## src/rtl/wishbone_master_burst.sv

```systemverilog
// Wishbone B4 classic bus master: single and incrementing-burst reads/writes
// issued through a command handshake, with streamed write/read data and error/timeout reporting.
module wishbone_master_burst #(
  parameter int ADDR_W  = 32,
  parameter int DATA_W  = 32,
  parameter int SEL_W   = DATA_W / 8,
  parameter int LEN_W   = 4,
  parameter int TIMEOUT = 255,
  parameter int TO_W    = 8
) (
  input  logic              clk_i,
  input  logic              rst_i,
  input  logic              cmd_valid_i,
  output logic              cmd_ready_o,
  input  logic              cmd_we_i,
  input  logic [ADDR_W-1:0] cmd_addr_i,
  input  logic [LEN_W-1:0]  cmd_len_i,
  input  logic [SEL_W-1:0]  cmd_sel_i,
  input  logic [DATA_W-1:0] wr_data_i,
  input  logic              wr_valid_i,
  output logic              wr_ready_o,
  output logic [DATA_W-1:0] rd_data_o,
  output logic              rd_valid_o,
  output logic              done_o,
  output logic              err_o,
  output logic              timeout_o,
  output logic [ADDR_W-1:0] adr_o,
  output logic [DATA_W-1:0] dat_o,
  input  logic [DATA_W-1:0] dat_i,
  output logic              we_o,
  output logic [SEL_W-1:0]  sel_o,
  output logic              cyc_o,
  output logic              stb_o,
  input  logic              ack_i,
  input  logic              err_i
);

  typedef enum logic [1:0] {
    S_IDLE,
    S_WDATA,
    S_STROBE,
    S_DONE
  } state_t;

  // The counter value seen during the last permitted strobe cycle, so stb_o is high exactly TIMEOUT cycles.
  localparam logic [TO_W-1:0] TO_LAST = TO_W'(TIMEOUT - 1);

  state_t              state_q, state_d;
  logic [ADDR_W-1:0]   adr_q, adr_d;
  logic [DATA_W-1:0]   dat_q, dat_d;
  logic                we_q, we_d;
  logic [SEL_W-1:0]    sel_q, sel_d;
  logic                cyc_q, cyc_d;
  logic                stb_q, stb_d;
  logic [LEN_W-1:0]    remaining_q, remaining_d;
  logic [TO_W-1:0]     to_cnt_q, to_cnt_d;
  logic                cmd_ready_q, cmd_ready_d;
  logic                wr_ready_q, wr_ready_d;
  logic [DATA_W-1:0]   rd_data_q, rd_data_d;
  logic                rd_valid_q, rd_valid_d;
  logic                done_q, done_d;
  logic                err_q, err_d;
  logic                timeout_q, timeout_d;

  always_comb begin
    state_d     = state_q;
    adr_d       = adr_q;
    dat_d       = dat_q;
    we_d        = we_q;
    sel_d       = sel_q;
    cyc_d       = cyc_q;
    stb_d       = stb_q;
    remaining_d = remaining_q;
    to_cnt_d    = to_cnt_q;
    cmd_ready_d = cmd_ready_q;
    wr_ready_d  = wr_ready_q;
    rd_data_d   = rd_data_q;
    rd_valid_d  = 1'b0;
    done_d      = 1'b0;
    err_d       = err_q;
    timeout_d   = timeout_q;

    case (state_q)
      S_IDLE: begin
        if (cmd_valid_i) begin
          adr_d       = cmd_addr_i;
          we_d        = cmd_we_i;
          sel_d       = cmd_sel_i;
          remaining_d = cmd_len_i;
          to_cnt_d    = '0;
          err_d       = 1'b0;
          timeout_d   = 1'b0;
          cmd_ready_d = 1'b0;
          cyc_d       = 1'b1;
          if (cmd_we_i) begin
            wr_ready_d = 1'b1;
            state_d    = S_WDATA;
          end else begin
            stb_d   = 1'b1;
            state_d = S_STROBE;
          end
        end
      end

      S_WDATA: begin
        if (wr_valid_i) begin
          dat_d      = wr_data_i;
          wr_ready_d = 1'b0;
          stb_d      = 1'b1;
          to_cnt_d   = '0;
          state_d    = S_STROBE;
        end
      end

      S_STROBE: begin
        to_cnt_d = to_cnt_q + TO_W'(1);
        if (err_i) begin
          err_d   = 1'b1;
          done_d  = 1'b1;
          cyc_d   = 1'b0;
          stb_d   = 1'b0;
          state_d = S_DONE;
        end else if (ack_i) begin
          if (!we_q) begin
            rd_data_d  = dat_i;
            rd_valid_d = 1'b1;
          end
          if (remaining_q == '0) begin
            done_d  = 1'b1;
            cyc_d   = 1'b0;
            stb_d   = 1'b0;
            state_d = S_DONE;
          end else begin
            // Reads keep strobing at the next address; writes go back for the next data word.
            adr_d       = adr_q + ADDR_W'(SEL_W);
            remaining_d = remaining_q - LEN_W'(1);
            to_cnt_d    = '0;
            if (we_q) begin
              stb_d      = 1'b0;
              wr_ready_d = 1'b1;
              state_d    = S_WDATA;
            end
          end
        end else if ((TIMEOUT != 0) && (to_cnt_q == TO_LAST)) begin
          err_d     = 1'b1;
          timeout_d = 1'b1;
          done_d    = 1'b1;
          cyc_d     = 1'b0;
          stb_d     = 1'b0;
          state_d   = S_DONE;
        end
      end

      S_DONE: begin
        cmd_ready_d = 1'b1;
        state_d     = S_IDLE;
      end

      default: begin
        cyc_d       = 1'b0;
        stb_d       = 1'b0;
        wr_ready_d  = 1'b0;
        cmd_ready_d = 1'b1;
        state_d     = S_IDLE;
      end
    endcase
  end

  always_ff @(posedge clk_i) begin
    if (rst_i) begin
      state_q     <= S_IDLE;
      adr_q       <= '0;
      dat_q       <= '0;
      we_q        <= 1'b0;
      sel_q       <= '0;
      cyc_q       <= 1'b0;
      stb_q       <= 1'b0;
      remaining_q <= '0;
      to_cnt_q    <= '0;
      cmd_ready_q <= 1'b1;
      wr_ready_q  <= 1'b0;
      rd_data_q   <= '0;
      rd_valid_q  <= 1'b0;
      done_q      <= 1'b0;
      err_q       <= 1'b0;
      timeout_q   <= 1'b0;
    end else begin
      state_q     <= state_d;
      adr_q       <= adr_d;
      dat_q       <= dat_d;
      we_q        <= we_d;
      sel_q       <= sel_d;
      cyc_q       <= cyc_d;
      stb_q       <= stb_d;
      remaining_q <= remaining_d;
      to_cnt_q    <= to_cnt_d;
      cmd_ready_q <= cmd_ready_d;
      wr_ready_q  <= wr_ready_d;
      rd_data_q   <= rd_data_d;
      rd_valid_q  <= rd_valid_d;
      done_q      <= done_d;
      err_q       <= err_d;
      timeout_q   <= timeout_d;
    end
  end

  assign cmd_ready_o = cmd_ready_q;
  assign wr_ready_o  = wr_ready_q;
  assign rd_data_o   = rd_data_q;
  assign rd_valid_o  = rd_valid_q;
  assign done_o      = done_q;
  assign err_o       = err_q;
  assign timeout_o   = timeout_q;
  assign adr_o       = adr_q;
  assign dat_o       = dat_q;
  assign we_o        = we_q;
  assign sel_o       = sel_q;
  assign cyc_o       = cyc_q;
  assign stb_o       = stb_q;

endmodule

```

## config.mk

```make
export PLATFORM = sky130hd
export DESIGN_NAME = wishbone_master_burst
export DESIGN_NICKNAME = d
export VERILOG_FILES = /design/src/rtl/wishbone_master_burst.sv
export SDC_FILE = /design/constraint.sdc
export NUM_CORES = 1
export LEC_CHECK = 0
export BUFFER_PORTS_ARGS = -buffer_cell sky130_fd_sc_hd__buf_2
export CORE_ASPECT_RATIO = 0.9
export CORE_UTILIZATION = 49
export DETAILED_ROUTE_END_ITERATION = 10
export GPL_TIMING_DRIVEN = 0
export HOLD_SLACK_MARGIN = 0.1
export PLACE_DENSITY = 0.79
export SLEW_MARGIN = 20
export SYNTH_ARGS = -nofsm -noshare
export SYNTH_HDL_FRONTEND = slang
export SYNTH_SLANG_ARGS = --single-unit
export TNS_END_PERCENT = 30
```

## constraint.sdc

```tcl
create_clock -name clk_i -period 2.2 [get_ports clk_i]
set_clock_uncertainty 0.1 [all_clocks]
set_input_delay 0.66 -clock clk_i [delete_from_list [all_inputs] [get_ports clk_i]]
set_output_delay 0.66 -clock clk_i [all_outputs]
set_load 0.005 [all_outputs]
```

==> impl_summary.md <==
Global routing
The wire length of the first global-routing pass is 26.9 mm. The via count of the first global-routing pass is 5469. The number of antenna violations at the first check in global routing came to 0. The pin count of the biggest net entering global routing is 17. The leftover overflow at the end of global routing is 0. The overall fraction of global-route tracks in use is 29.7%.

Yosys
Yosys attributes the largest share of cell area to dfxtp_1 45%, nand2_1 12%, a21oi_1 9.9%. The count of synthesis-stage warnings from yosys is 0. Counting flops with a built-in enable in the synthesized netlist gives 0. The prevailing post-synth register cell is dfxtp_1. The number of unique standard cell types used by synthesis is 54. By count the netlist is led by 179 x nand2_1, 123 x dfxtp_1, 108 x a21oi_1, 41 x nor2_1, 40 x clkbuf_1. Each instance of the synthesized netlist takes up on average 7.64 sq um. The synthesized instance count is 718.

The share of the Yosys chip area taken by registers is 44.9%. The total nets after synthesis is 833. The top cell type by total area after synthesis is dfxtp_1.

The synthesized design devotes to its leading area cell type 44.9% of total area. The synthesized design contains 123 register bits. In the synthesized netlist the async set-or-reset flop fraction comes to 0%. The synthesized netlist occupies a cell area of 5490 sq um.

The most common cell in the netlist is nand2_1.

STA
Headroom to the max-slew limit came out at 57.5%. The maximum operating frequency is 0.462 GHz. The post-route worst hold slack is 0.350 ns. The number of setup violations in the final report is 0. For the pin with the worst max-slew slack, the measured transition is 0.637 ns.

The final-report hold violation count is 0. The setup TNS is 0 ns. The worst path uses 98.3% of the clock period. The count of pins over their slew limit is 0. The shortest clock period the worst path allows after layout is 2.16 ns. Setup repair after global routing could not meet its margin everywhere.

Die
The core region is 10900 sq um. The number of primary I/O pins is 220. The floorplan has 36 rows. The chip height is 102 microns. Once the floorplan was initialized, standard cells occupied 50.5% of the core.

The die covers 11600 sq um. The die is 114 microns wide.

Critical path
The kind of capture point of the worst setup path is a flop. STA puts the critical path data required time at 2.38 ns. The data arrival time at the worst-slack endpoint is 2.34 ns.

The worst setup path is of the flop to flop kind. The startpoint kind of the worst setup timing path is a flop. Of all nets on the critical path, the largest fanout is 10.

Clock tree
The number of H-tree levels is 4. The clock root buffer is clkbuf_16. Clock-pin slew was measured on the worst setup and hold paths at 0.06 ns. For the worst-skew pair, the clock arrives at the later sink with an insertion delay of 0.42 ns. The CTS tree is yes. The count of clock tree sinks is 123. The clock buffer count from CTS is 17. Counting along the longest clock path gives a buffer depth of 2.

Job
The max-capacitance violation count is 0.

Routing
After detailed routing, the total wire length is 17.8 mm. In this run, the number of DRC markers left after iteration 0 of detailed routing was 702. The routed layout has 6200 vias. The DRC violation count after routing is 0. The routed wire length per instance is 15.9 microns. The via density per instance is 5.54. The count of nets left with antenna violations after detail routing is 0. For this run, the detailed router's first-pass iteration total came to 6.

Power
In this run the power density over the cells is 933 nW/um^2. In this run the static leakage power is 0.00323 uW. Overall power consumption after layout is estimated at 7030 uW. The peak supply drop is 0.000745 V.

Min path
The worst min-delay path class is flop to flop.

Final layout
At the end of the flow, the number of nets in the layout was 1071. The area taken by multi-input logic gates is 2790 sq um. Once layout is complete, the cells apart from fillers number 1120. The final antenna diode count is 0. Relative to the synthesized area, the layout overhead comes to 37.3%. Cells fill 69.4% of the core in the end. Summing all flip-flop and latch instances after layout gives 2470 sq um.

Counting the fill cells in the layout gives 927. The share of post-route cells with drive strength above 1 is 30.0%.

Place
Detailed placement finished with a half-perimeter wire length of 12.3 mm. The routability congestion estimate from global placement is 0.902. The total placed cells including tap cells is 1088. In this run the tool buffered the top-level ports with 218 buffer cells.

Outcome
The run finished with clean final reports.
==> report_power, final <==
part	leakage [uW]	switching (uW)	internal (uW)	total, uW
clock	0.000334	1060	2240	3300
sequential	0.00100	171	2400	2570
combinational	0.00189	689	469	1160
total	0.00323	1920	5110	7030
==> worst max-delay path, cell delays in order (launching register included) <==
cell,delay [ns]
dfxtp_1,0.46
nand2b_1,0.17
buf_2,0.27
clkbuf_1,0.51
nor3b_1,0.12
a21oi_1,0.14
a2bb2oi_1,0.20
nor2_1,0.06
==> cells by family after synthesis <==
logic type	share of synthesized area (%)
fa+ha+maj	0.912
simple gates	28.0
xor+xnor	0.798
buf+inv	5.06
compound gates	20.0
flops	44.9
mux	0.411
==> metrics by stage <==
step                instance area, sq um  worst slack, ns
floorplan                           5490           0.0786
global placement                    6770           -0.331
detailed placement                  6770           -0.292
CTS                                 7500          0.00171
global route                        7530         -0.00387
finish                              7530           0.0375
==> state kept, by name, indices dropped and copies added (netlist names), 2 cells and up <==
name         cells
remaining_q      4
dat_o           32
adr_o           32
state_q          2
to_cnt_q         8
sel_o            4
rd_data_o       32
==> what timing repair did <==
action                     CTS  global route
cloned                       0             0
hold endpoints to repair     0             0
hold buffers                 0             0
pin swaps                    2             1
setup endpoints to repair   31            41
buffers inserted             2             1
resized for setup            6            18
==> worst paths after layout <==
path                   start   endpoint  slack, ns  cells after the start
setup reg to reg  state_q[0]   adr_o[4]       0.04                      7
hold / removal     dat_o[27]  dat_o[27]       0.35                      2
setup / recovery  state_q[0]   adr_o[4]       0.04                      7
hold reg to reg    dat_o[27]  dat_o[27]       0.35                      2
==> per-layer routing <==
metal / global-route usage [%] / wire, microns / up-vias
met1: 37.4 / 7510 / 2854
li1: - / - / 2986
met2: 48.0 / 8290 / 330
met5: 0 / 0 / -
met4: 12.1 / 318 / 0
met3: 8.42 / 1700 / 30
==> cell type report <==
type | count | share of cell area, %
plain buffers | 53 | 3.24
multi-input cells | 531 | 37.0
inverters | 9 | 0.448
clock buffers | 17 | 5.65
clock inverters | 14 | 3.54
well taps | 152 | 2.52
repair buffers | 221 | 14.8
flip-flops and latches | 123 | 32.8
==> cell usage in the layout (no fill, tap or decap), drive strengths merged, types with 12 or more instances in the layout <==
cell      n
buf     236
nand2   179
dfxtp   123
a21oi   108
clkbuf   55
nor2     41
o21ai    26
nand3    22
nor3     22
nand4    14
inv      12
No activity file was read; power rests on OpenSTA's default activity.
